===== src/rtl/mem_ctrl.sv =====
// mem_ctrl: single-outstanding memory access sequencer.
// Latches a CPU request into MAR/MDR, gives the memory one setup cycle,
// holds the rd/wr strobe for STROBE_CYCLES cycles, and signals completion
// with a one-cycle done pulse. Every output comes straight from a flop.
module mem_ctrl #(
  parameter int ADDR_W        = 5,
  parameter int DATA_W        = 16,
  parameter int STROBE_CYCLES = 1
) (
  input  logic              clk,
  input  logic              reset,
  input  logic              cpu_req,
  input  logic              cpu_we,
  input  logic [ADDR_W-1:0] cpu_addr,
  input  logic [DATA_W-1:0] cpu_wdata,
  output logic              cpu_ready,
  output logic              cpu_done,
  output logic [DATA_W-1:0] cpu_rdata,
  output logic [ADDR_W-1:0] mem_addr,
  output logic [DATA_W-1:0] mem_in,
  output logic              mem_rd,
  output logic              mem_wr,
  input  logic [DATA_W-1:0] mem_out,
  output logic [15:0]       rd_count,
  output logic [15:0]       wr_count
);

  // Strobe-length counter; STROBE_CYCLES is limited to 1..15.
  localparam int               CNT_W    = 4;
  localparam logic [CNT_W-1:0] CNT_LOAD = CNT_W'(STROBE_CYCLES - 1);

  typedef enum logic [1:0] {
    ST_IDLE   = 2'd0,
    ST_SETUP  = 2'd1,
    ST_STROBE = 2'd2,
    ST_DONE   = 2'd3
  } state_t;

  state_t            r_state;
  state_t            w_state_nxt;
  logic [CNT_W-1:0]  r_cnt;
  logic [CNT_W-1:0]  w_cnt_nxt;
  logic              w_accept;
  logic              w_finish;

  // MAR/MDR double as the memory-facing address/data registers.
  logic [ADDR_W-1:0] r_mar;
  logic [DATA_W-1:0] r_mdr;
  logic              r_op;       // 1 = write

  logic              r_ready;
  logic              r_done;
  logic              r_rd;
  logic              r_wr;
  logic [DATA_W-1:0] r_rdata;
  logic [15:0]       r_rd_cnt;
  logic [15:0]       r_wr_cnt;

  // Next-state logic: accept in IDLE, count strobe cycles, flag completion.
  always_comb begin
    w_state_nxt = r_state;
    w_cnt_nxt   = r_cnt;
    w_accept    = 1'b0;
    w_finish    = 1'b0;
    unique case (r_state)
      ST_IDLE: begin
        if (cpu_req) begin
          w_accept    = 1'b1;
          w_state_nxt = ST_SETUP;
        end
      end
      ST_SETUP: begin
        w_state_nxt = ST_STROBE;
        w_cnt_nxt   = CNT_LOAD;
      end
      ST_STROBE: begin
        if (r_cnt == '0) begin
          w_state_nxt = ST_DONE;
          w_finish    = 1'b1;
        end else begin
          w_cnt_nxt = r_cnt - CNT_W'(1);
        end
      end
      ST_DONE: begin
        w_state_nxt = ST_IDLE;
      end
      default: begin
        w_state_nxt = ST_IDLE;
      end
    endcase
  end

  // State and strobe counter registers.
  always_ff @(posedge clk) begin
    if (reset) begin
      r_state <= ST_IDLE;
      r_cnt   <= '0;
    end else begin
      r_state <= w_state_nxt;
      r_cnt   <= w_cnt_nxt;
    end
  end

  // Request latch: address/data/op only change on acceptance, so they stay
  // frozen from SETUP through DONE.
  always_ff @(posedge clk) begin
    if (reset) begin
      r_mar <= '0;
      r_mdr <= '0;
      r_op  <= 1'b0;
    end else if (w_accept) begin
      r_mar <= cpu_addr;
      r_mdr <= cpu_wdata;
      r_op  <= cpu_we;
    end
  end

  // Handshake and strobe outputs decoded from the next state so they are
  // registered. r_op is already stable when STROBE is entered from SETUP,
  // so the strobe never rises on the edge that moves the address.
  always_ff @(posedge clk) begin
    if (reset) begin
      r_ready <= 1'b1;
      r_done  <= 1'b0;
      r_rd    <= 1'b0;
      r_wr    <= 1'b0;
    end else begin
      r_ready <= (w_state_nxt == ST_IDLE);
      r_done  <= (w_state_nxt == ST_DONE);
      r_rd    <= (w_state_nxt == ST_STROBE) && !r_op;
      r_wr    <= (w_state_nxt == ST_STROBE) &&  r_op;
    end
  end

  // Read capture on the last strobe edge, while rd is still high; the
  // memory zeroes its output once rd drops.
  always_ff @(posedge clk) begin
    if (reset) begin
      r_rdata <= '0;
    end else if (w_finish && !r_op) begin
      r_rdata <= mem_out;
    end
  end

  // Saturating completion counters, bumped on entry to DONE.
  always_ff @(posedge clk) begin
    if (reset) begin
      r_rd_cnt <= '0;
      r_wr_cnt <= '0;
    end else if (w_finish) begin
      if (r_op) begin
        if (r_wr_cnt != 16'hFFFF) r_wr_cnt <= r_wr_cnt + 16'd1;
      end else begin
        if (r_rd_cnt != 16'hFFFF) r_rd_cnt <= r_rd_cnt + 16'd1;
      end
    end
  end

  assign cpu_ready = r_ready;
  assign cpu_done  = r_done;
  assign cpu_rdata = r_rdata;
  assign mem_addr  = r_mar;
  assign mem_in    = r_mdr;
  assign mem_rd    = r_rd;
  assign mem_wr    = r_wr;
  assign rd_count  = r_rd_cnt;
  assign wr_count  = r_wr_cnt;

endmodule


===== config.mk =====
export PLATFORM = sky130hd
export DESIGN_NAME = mem_ctrl
export DESIGN_NICKNAME = d
export VERILOG_FILES = /design/src/rtl/mem_ctrl.sv
export SDC_FILE = /design/constraint.sdc
export NUM_CORES = 1
export LEC_CHECK = 0
export ABC_AREA = 1
export BUFFER_PORTS_ARGS = -buffer_cell sky130_fd_sc_hd__buf_4
export CORE_ASPECT_RATIO = 1.25
export CORE_MARGIN = 2
export CORE_UTILIZATION = 50
export CTS_BUF_LIST = sky130_fd_sc_hd__clkbuf_8
export DETAILED_ROUTE_END_ITERATION = 10
export PLACE_DENSITY = 0.78
export SYNTH_ARGS = -nofsm -noshare
export SYNTH_HDL_FRONTEND = slang
export SYNTH_SLANG_ARGS = --single-unit

===== constraint.sdc =====
create_clock -name clk -period 2.1 [get_ports clk]
set_clock_uncertainty 0.15 [all_clocks]
set_input_delay 0.105 -clock clk [delete_from_list [all_inputs] [get_ports clk]]
set_output_delay 0.105 -clock clk [all_outputs]
set_load 0.02 [all_outputs]

Word-level counts from Yosys, hierarchy flattened
Index checks and enable logic that the tools add are counted.
- register bits after elaboration: 80
- output and inout bits: 73
- add/sub/neg operators: 3
- equal/unequal tests: 8
- multiplexer cells: 9
- bitwise operators: 1
- reductions and logical operators: 11
- operators by type and width (kind ; count):
    $add A16 B1 Y16 const B ; 2
    $ne A16 B16 Y1 const B ; 2
    $eq A2 B2 Y1 const B ; 4
    $pmux W2 S4 ; 1
    $pmux W4 S2 ; 1
    $reduce_and A3 Y1 ; 2
    $logic_not A2 Y1 ; 2
    $logic_not A4 Y1 ; 1
    $mux W1 ; 4
    $mux W2 ; 2
    $mux W4 ; 1
    $sub A4 B1 Y4 const B ; 1
    $logic_and A1 B1 Y1 ; 3
    $eq A2 B1 Y1 const B ; 1
    $ne A2 B2 Y1 const B ; 1
    $reduce_and A2 Y1 ; 1
    $reduce_bool A2 Y1 ; 1
    $logic_not A1 Y1 ; 1
    $not A1 Y1 ; 1

Logic depth before layout (Yosys ltp)
Gate-level depths: netlist (run 1).
- depth in word-level cells: 5
- mapped depth: 10
- gate-level depth less buffers: 10

Worst setup path before layout (run 1)
Ideal clock, no wire load.
- path kind: register -> register
- from: reg r_wr_cnt[1] (netlist: wr_count[1])
- to: reg r_wr_cnt[13] (netlist: wr_count[13])
- library setup time: 0.115 ns
- arrival time: 1.511 ns
- required time: 1.835 ns
- setup slack: 0.324 ns
- stages on the path, launching flop included: 10
- buffers on the path: 1
- cell sequence: dfxtp_1 ha_1 nand2_1 nor2_1 nand2_1 inv_2 nand2_4 buf_2 a21oi_1 nor2_1
- cells in the longest elaborated chain, start to end: 2
- RTL lines (element ; line ; text):
    from (decl) ; 57 ; logic [15:0] r_wr_cnt;
    from (signal assigned) ; 152 ; if (r_wr_cnt != 16'hFFFF) r_wr_cnt <= r_wr_cnt + 16'd1;
    branches (longest 2 deep; another with $add A16 B1 Y16) ; n/a ;
Parallel ways; which one is timed is not known.
A chain may end at the register's enable or synchronous reset.

Worst setup path in the final report (run 1)
- from: reg r_state[0]
- to: reg r_rd_cnt[12] (netlist: rd_count[12])
- cells in the longest elaborated chain, start to end: 3
- RTL lines (element ; line ; text):
    from (decl) ; 39 ; state_t r_state;
    from (signal assigned) ; 99 ; r_state <= w_state_nxt;
    $eq A2 B2 Y1 ; 65 ; unique case (r_state)
    $mux W1 ; 65 ;
    $reduce_and A3 Y1 (no line) ; n/a ;
    to (signal assigned) ; 154 ; if (r_rd_cnt != 16'hFFFF) r_rd_cnt <= r_rd_cnt + 16'd1;
    to (decl) ; 56 ; logic [15:0] r_rd_cnt;
No other way between the ends.

==> results of run 1 <==
synthesized netlist by cell type (all sizes together) (3+ instances only):
master,count,area share
inv,30,0.032
nand3,37,0.053
nor3,3,0.0041
buf,10,0.023
ha,7,0.024
dfxtp,80,0.44
o21ai,29,0.040
a21oi,47,0.067
nand4,8,0.016
nand2,117,0.13
clkbuf,11,0.011
nor2,136,0.15
per-layer routing:
layer / part of all wire / wire length (um) / vias up / GRT usage
met1: 0.41 / 4040 / 1807 / 0.295
met2: 0.50 / 4910 / 121 / 0.435
met5: 0 / 0 / - / 0
met3: 0.068 / 659 / 10 / 0.0880
li1: - / - / 1973 / -
met4: 0.015 / 142 / 0 / 0.0834
flip-flops by register name (all words and copies together), names as in the netlist, 2 cells and up:
name	flops
cpu_rdata	16
r_state	2
mem_addr	5
mem_in	16
rd_count	16
r_cnt	4
wr_count	16
how the worst min path moves through the flow:
stage / end / slack [ns] / cells past startpoint
floorplan: cpu_rdata[0] / 0.1 / 2
global placement: mem_in[2] / 0.20 / 3
detailed placement: mem_in[7] / 0.21 / 3
CTS: cpu_done / 0.07 / 4
global route: cpu_done / 0.11 / 4
finish: cpu_done / 0.09 / 4
timing repair:
action / in CTS / in global routing
hold endpoints to repair: 43 / 0
gates resized for setup: 0 / 1
setup endpoints to repair: 0 / 3
hold buffers: 39 / 0
worst max-delay path, cell delays in order, from the launching register on:
cell and delay (ns):
dfxtp_1 0.39, inv_1 0.10, ha_1 0.28, nand4_1 0.20, clkinvlp_4 0.37, a21oi_1 0.26, nor2_1 0.06
layout make-up:
cell class	instances	area, um^2	share of cell area
Sequential cell	80	1600	0.312
Timing Repair Buffer	157	1280	0.248
Clock buffer	10	138	0.0268
Inverter	31	125	0.0243
Multi-Input combinational cell	389	1770	0.345
Clock inverter	6	115	0.0224
Tap cell	90	113	0.0219
where the power goes:
group	switching [W]	internal, W
Clock	0.000602	0.000828
Combinational	0.000919	0.000607
Sequential	0.000163	0.00176
Total	0.00168	0.00319
per-stage QoR:
| step | utilization | cell area [um^2] |
|---|---|---|
| 2_1_floorplan | - | 3620 |
| 3_3_place_gp | 0.644 | 4490 |
| 3_5_place_dp | 0.644 | 4490 |
| 4_1_cts | 0.736 | 5140 |
| 5_1_grt | 0.737 | 5140 |
| 6_report | 0.737 | 5140 |
cell families after synthesis:
kind of cell	synth area share
adders and majority gates	0.0242
AOI/OAI and AO/OA	0.113
buffers and inverters	0.0681
and+or+nand+nor	0.352
DFF	0.442
==> flow_summary.ini, run 1 <==
[outcome]
outcome = completed

[global_routing]
first_global_vias = 3754
globalRouteTotalUtil = 0.254
grt_pass1_wl_um = 16200
antenna_found_initial = 0
overflow = 0
grt_max_degree = 31

[timing]
finalCriticalPeriod_ns = 1.93
fin_tns_setup_ns = 0
whs_ns = 0.0906
rsz0062_at_grt = no
relSlewSlack = 0.566
finalWorstSetupSlack_ns = 0.171
finalHoldViolCount = 0
worst_pin_slew_ns = 0.650
fmax_mhz = 519
report.final.setup_viol = 0
post-route-period-util = 0.918
slew_viol_final = 0

[critical_path]
reg2reg_depth = 6
crit_path_end_kind = flop
reg2reg_to = rd_count[12]
worstPathArrival_ns = 2.03
critical_path.endpoint = rd_count[12]
cp-start-kind = flop
critPathKind = reg -> reg
crit_start = r_state[0]
crit_required_ns = 2.20
r2r-start = r_state[0]
worstPathMaxFanout = 20
reg2reg_slack_ns = 0.17

[cells_and_area]
area_growth_pct = 42.0
num_antenna_cells = 0
final_cells = 763
layout_commonest_cell = nor2_1
fill_cells = 531
final_cell_mix = nor2_1, buf_4, nand2_1, dfxtp_1, a21oi_1
fin_nets = 716
layout-drive-gt1-share = 0.229

[route]
drc = 0
drt-initial-drc-count = 211
wirelength_um = 9760
vias = 3911
ant_nets = 0
viasPerCell = 5.13
dr.pass1.iters = 4
wire_per_inst_um = 12.8

[die]
die_width_um = 80.1
start_util = 0.519
ios = 114
row_count = 34
core-area_um2 = 6980
chipHeight_um = 99.1
die_area_um2 = 7940

[yosys]
ys_warn_count = 0
netlist_instances = 521
synth-main-ff-cell = dfxtp_1
syn-cell-area_um2 = 3620
async_flop_share = 0
syn_nets = 569
synth_edf_count = 0
syn_avg_cell_area_um2 = 6.95
synth-seq-cells = 80
synth_cell_types = 28
yosysSeqAreaShare = 0.442

[place]
dp_cells = 708
pre_cts_ws_ns = 0.172
port_buffers = 113
dp_hpwl_um = 6280
gp_congestion = 0.863

[clock_network]
cts-htree-levels = 3
cts_tree = built
cts_sinks = 80
root_buffer = clkbuf_8
numCtsBuffers = 9
clock_latency_ns = 0.37
clk_path_buf_depth = 2
clk_pin_slew_ns = 0.09
post_cts_buffers = 0

[power_and_ir_drop]
ir_worst_vdd_v = 0.000834
p_leak_nw = 2.18
power_density_nw_per_um2 = 948
p_total_w = 0.00488

[hold_path]
hp-start = cpu_req
holdCritPathClass = in -> reg

[flow_run]
maxCapViolations = 0
Note: power is estimated with default switching activity, not from simulation.
==> run 2: changes to the inputs <==
==> constraint.sdc (replaced) <==
create_clock -name clk -period 2.3 [get_ports clk]
set_clock_uncertainty 0.15 [all_clocks]
set_input_delay 0.115 -clock clk [delete_from_list [all_inputs] [get_ports clk]]
set_output_delay 0.115 -clock clk [all_outputs]
set_load 0.005 [all_outputs]
==> run 2 against run 1 <==
  * Clock power shrank 21%
  * Design area fell by 0.75%
  * Power fell by 17%
  * Worst hold slack improved by 0.052 ns
  * Maximum frequency shrank 1.0%
  * Largest power group unchanged
==> flow_summary.ini, run 2 (synthesis gave the netlist of run 1 again) <==
[critical_path]
cp_num_buf_inv = 4
worstPathArrival_ns = 2.07
worstPathCellList = inv_1 -> ha_1 -> nand4_1 -> buf_4 -> inv_1 -> buf_4 -> nand2_1 -> a21oi_1
crit_path_end_kind = flop
critPathKind = reg -> reg
cp_top_family = buffers and inverters
crit_slowest_cell = dfxtp_1
crit_required_ns = 2.42
cp-start-kind = flop
worst_path_largest_cell_delay_ns = 0.34
worstPathMaxFanout = 18

[timing]
fin_tns_setup_ns = 0
post-route-period-util = 0.847
finalHoldViolCount = 0
rsz0062_at_grt = no
slew_viol_final = 0
finalCriticalPeriod_ns = 1.95
worst_pin_slew_ns = 0.649
report.final.setup_viol = 0
fmax_mhz = 513
relSlewSlack = 0.567

[clock_network]
cts_tree = built
clk_path_buf_depth = 2
numCtsBuffers = 9
post_cts_buffers = 0
clock_latency_ns = 0.35
ctsResizeCount = 0
root_buffer = clkbuf_8
cts-htree-levels = 3
clk_pin_slew_ns = 0.09
cts_sinks = 80

[route]
wirelength_um = 10000
dr.pass1.iters = 5
viasPerCell = 5.20
drc = 0
ant_nets = 0
vias = 3971
wire_per_inst_um = 13.1
drt-initial-drc-count = 196

[place]
port_buffers = 113
dpl-instance-area_um2 = 4500
dp_cells = 709
gp_congestion = 0.881
dp_hpwl_um = 6250

[cells_and_area]
finalInstanceArea_um2 = 5100
final_cells = 763
fin_nets = 717
layout_commonest_cell = nor2_1
layout-drive-gt1-share = 0.226
area_growth_pct = 40.9
final_cell_mix = nor2_1, buf_4, nand2_1, dfxtp_1, a21oi_1

[global_routing]
grt_pass1_wl_um = 16500
first_global_vias = 3770
overflow = 0
grt_max_degree = 31
antenna_found_initial = 1
globalRouteTotalUtil = 0.258

[die]
start_util = 0.519
core-area_um2 = 6980
die_area_um2 = 7940
ios = 114
row_count = 34
chipHeight_um = 99.1
die_width_um = 80.1

[power_and_ir_drop]
p_total_w = 0.00407
power_density_nw_per_um2 = 798
ir_worst_vdd_v = 0.000714
p_leak_nw = 2.18

[hold_path]
holdCritPathClass = in -> reg

[outcome]
outcome = completed

[flow_run]
maxCapViolations = 0
run 2: layout make-up:
cell class / count / area, um^2
clock inverter: 4 / 70.1
antenna: 1 / 2.50
multi-input combinational: 389 / 1770
sequential: 80 / 1600
inverter: 31 / 121
clock buffer: 10 / 138
timing repair buffer: 158 / 1280
fill: 567 / 1870
tap: 90 / 113
run 2: metrics by stage:
step                      setup WS (ns)   util  hold slack (ns)
final                             0.351  0.731            0.143
after global routing              0.167  0.731            0.168
after CTS                         0.344  0.731            0.134
after detailed placement          0.408  0.645            0.222
after global placement            0.517  0.645            0.215
after floorplan                   0.669      -            0.109
run 2: worst register-to-register path, stage by stage, from the launching register on:
cell and delay, ns:
dfxtp_1 0.34, inv_1 0.11, ha_1 0.27, nand4_1 0.15
buf_4 0.23, inv_1 0.16, buf_4 0.23, nand2_1 0.08
a21oi_1 0.17
run 2: timing repair:
item / in CTS / in global routing
hold buffers: 39 / 0
hold endpoints to repair: 41 / 0
setup endpoints to repair: 0 / 0
run 2: power breakdown:
part | leakage, nW | total [W] | switching [W] | internal, W
clock network | 0.108 | 0.00113 | 0.000501 | 0.000626
registers | 0.652 | 0.00175 | 0.000150 | 0.00160
logic | 1.42 | 0.00119 | 0.000639 | 0.000549
run 2: metal layers:
metal,vias up,GRT usage,wire (um)
met4,0,0.106,278
met2,162,0.448,5010
met1,1810,0.295,3970
met3,28,0.0744,750
met5,-,0,0
li1,1971,-,-
run 2: worst paths after layout:
kind         startpoint            to  slack [ns]  depth (start not counted)
max          r_state[0]  cpu_rdata[0]        0.35                          8
min             cpu_req      cpu_done        0.14                          4
max reg2reg  r_state[0]  cpu_rdata[0]        0.35                          8
min reg2reg        r_op        mem_rd        0.31                          1
==> run 3: changes to the inputs <==
- ABC_AREA: 1 -> 0
- CORE_UTILIZATION: 50 -> 47
- clock period: 2.3 -> 1.6 ns (I/O delays scaled with it)
==> run 3 against run 2 <==
  * Synthesized cell count fell by 22%
  * Non-clock buffer count rose by 93
  * Flip-flop and latch count did not move
  * Combinational power rose by 100%
  * Utilization rose by 18 points
  * The run now ends with negative setup slack left
  * Sequential power rose by 39%
  * Largest power group unchanged
  * Critical path type unchanged
  * Largest cell class unchanged
==> flow_summary.ini, run 3 <==
[outcome]
outcome = finished, violations left
violations = negative setup slack

[yosys]
synth_adder_area_share = 0.0256
synth_top_family_by_area = simple AND/OR/NAND/NOR gates
syn_avg_cell_area_um2 = 8.42
synth_top_area_cell = dfxtp_1
netlist.area_leader.share = 0.467
yosys.area_share.xor_xnor = 0.0511
synth-main-ff-cell = dfxtp_1
synth-simple-area-share = 0.301
synth.area.mux_share = 0.00730
syn-cell-area_um2 = 3430
async_flop_share = 0
synth_cell_types = 50
netlist_instances = 407
synth_edf_count = 0
synth-compound-area-share = 0.110
synth.area.top_cells = dfxtp_1, nand2_1, a21oi_1
ys_warn_count = 0
synth-seq-cells = 80
syn_nets = 455
synthTopCellsByCount = nand2_1, dfxtp_1, a21oi_1, nor2_1, xnor2_1
yosysSeqAreaShare = 0.467
synth.most_common_cell = nand2_1

[global_routing]
grt_pass1_wl_um = 19100
overflow = 0
antenna_found_initial = 0
grt_max_degree = 29
globalRouteTotalUtil = 0.303
first_global_vias = 4116

[cells_and_area]
layout_commonest_cell = buf_4
area_growth_pct = 85.8
final_cells = 746
final_cell_mix = buf_4, nand2_1, dfxtp_1, dlygate4sd3_1, nor2_1
num_antenna_cells = 0
multiInputGateArea_um2 = 2270
fill_cells = 288
fin_nets = 699
final-seq-area_um2 = 1630
layout-drive-gt1-share = 0.523

[timing]
finalWorstSetupSlack_ns = -0.403
report.final.setup_viol = 52
slew_viol_final = 0
finalCriticalPeriod_ns = 2.00
finalHoldViolCount = 0
post-route-period-util = 1.25
fmax_mhz = 499
worst_pin_slew_ns = 0.498
relSlewSlack = 0.667
whs_ns = 0.311
rsz0062_at_grt = yes

[critical_path]
r2r-start = r_cnt[1]
critPathKind = reg -> reg
reg2reg_slack_ns = -0.40
reg2reg_depth = 9
worstPathArrival_ns = 2.12
cp-start-kind = flop
reg2reg_to = wr_count[11]
crit_required_ns = 1.72
worstPathMaxFanout = 5
crit_path_end_kind = flop

[die]
row_count = 34
start_util = 0.488
ios = 114
die_width_um = 80.4
chipHeight_um = 99.5
die_area_um2 = 7990
core-area_um2 = 7020

[route]
dr.pass1.iters = 5
drc = 0
met1Wirelength_um = 5130
wl_met3_um = 954
wl_met2_um = 7550
drt-initial-drc-count = 200
ant_nets = 0
wire_per_inst_um = 19.2
wirelength_um = 14300
vias = 4178
viasPerCell = 5.60
highest_layer = met4

[place]
dp_hpwl_um = 6800
dp_cells = 671
gp_congestion = 0.783
port_buffers = 113

[power_and_ir_drop]
ir_worst_vdd_v = 0.000707
p_leak_nw = 2.76
power_density_nw_per_um2 = 1040

[clock_network]
clk_path_buf_depth = 2
clk_pin_slew_ns = 0.09
clock_latency_ns = 0.35
root_buffer = clkbuf_8
numCtsBuffers = 9
cts-htree-levels = 3
cts_tree = built
cts_sinks = 80

[hold_path]
min_delay_worst_endpoint = mem_addr[3]
hold_depth = 2
holdCritPathClass = reg -> reg
hp-start = mem_addr[3]

[flow_run]
maxCapViolations = 0
[run 3: cell count changes in the layout (fill, tap and decap cells not counted), sizes merged, moves of 4 or more]
cell / before / now
buf: 119 / 211
nand2: 117 / 90
nor3: 3 / 17
and3: 0 / 4
nor2b: 0 / 4
xnor2: 0 / 18
nor2: 136 / 40
nand3: 37 / 10
o21ai: 29 / 6
inv: 30 / 14
nor4: 0 / 7
[run 3: layout make-up]
class,instances,area share
clock buffers,9,0.0194
multi-input cells,299,0.356
well taps,90,0.0177
inverters,10,0.00589
repair buffers,251,0.329
clock inverters,7,0.0157
flip-flops and latches,80,0.256
[run 3: cells by family after synthesis]
logic type | after synthesis
fa+ha+maj | 7
mux | 2
buf+inv | 29
simple gates | 205
xor+xnor | 20
compound gates | 64
flops | 80
[run 3: worst max-delay path by stage]
stage                              end  cells after the start        from
after floorplan            rd_count[2]                      9  r_state[0]
after global placement    wr_count[10]                      8    r_cnt[1]
after detailed placement  wr_count[10]                      7  r_state[1]
after CTS                  rd_count[9]                      8  r_state[0]
after global routing      wr_count[11]                      9    r_cnt[0]
final                     wr_count[11]                      9    r_cnt[1]
[run 3: worst max-delay path, stage by stage (launching register included)]
cell and delay (ns):
dfxtp_2 0.34, inv_2 0.07, ha_4 0.14, and3b_2 0.25, buf_6 0.15, nand4_4 0.12
buf_6 0.16, nor3_4 0.24, nand3_1 0.13, a21oi_1 0.19
[run 3: what timing repair did]
item / 4_1_cts / 5_1_grt
pin swaps: 34 / 47
gates resized for setup: 69 / 71
hold buffers: 39 / 1
setup buffers: 11 / 9
gates cloned: 3 / 0
endpoints found under the setup margin: 53 / 56
endpoints found under the hold margin: 55 / 1
[run 3: where the power goes]
group	internal [W]	switching, W	leakage, nW
combinational	0.00117	0.00126	1.99
sequential	0.00224	0.000192	0.660
clock	0.000897	0.000825	0.111
total	0.00431	0.00228	2.76
[run 3: stage by stage]
step | power, W | area, um^2 | utilization | setup WS, ns | setup TNS [ns]
after floorplan | 0.00325 | 3570 | - | -0.220 | -4.34
after global placement | 0.00397 | 5040 | 0.719 | -0.269 | -7.60
after detailed placement | 0.00403 | 5040 | 0.719 | -0.357 | -11.31
after CTS | 0.00619 | 6060 | 0.864 | -0.262 | -7.57
after global routing | 0.00685 | 6370 | 0.907 | -0.468 | -14.96
final | 0.00659 | 6370 | 0.907 | -0.403 | -10.91
[run 3: layer usage]
layer  vias to the layer above  global-route usage
met5                         -                   0
met4                         0               0.146
met3                        74              0.0508
met2                       229               0.552
met1                      1993               0.336
li1                       1882                   -
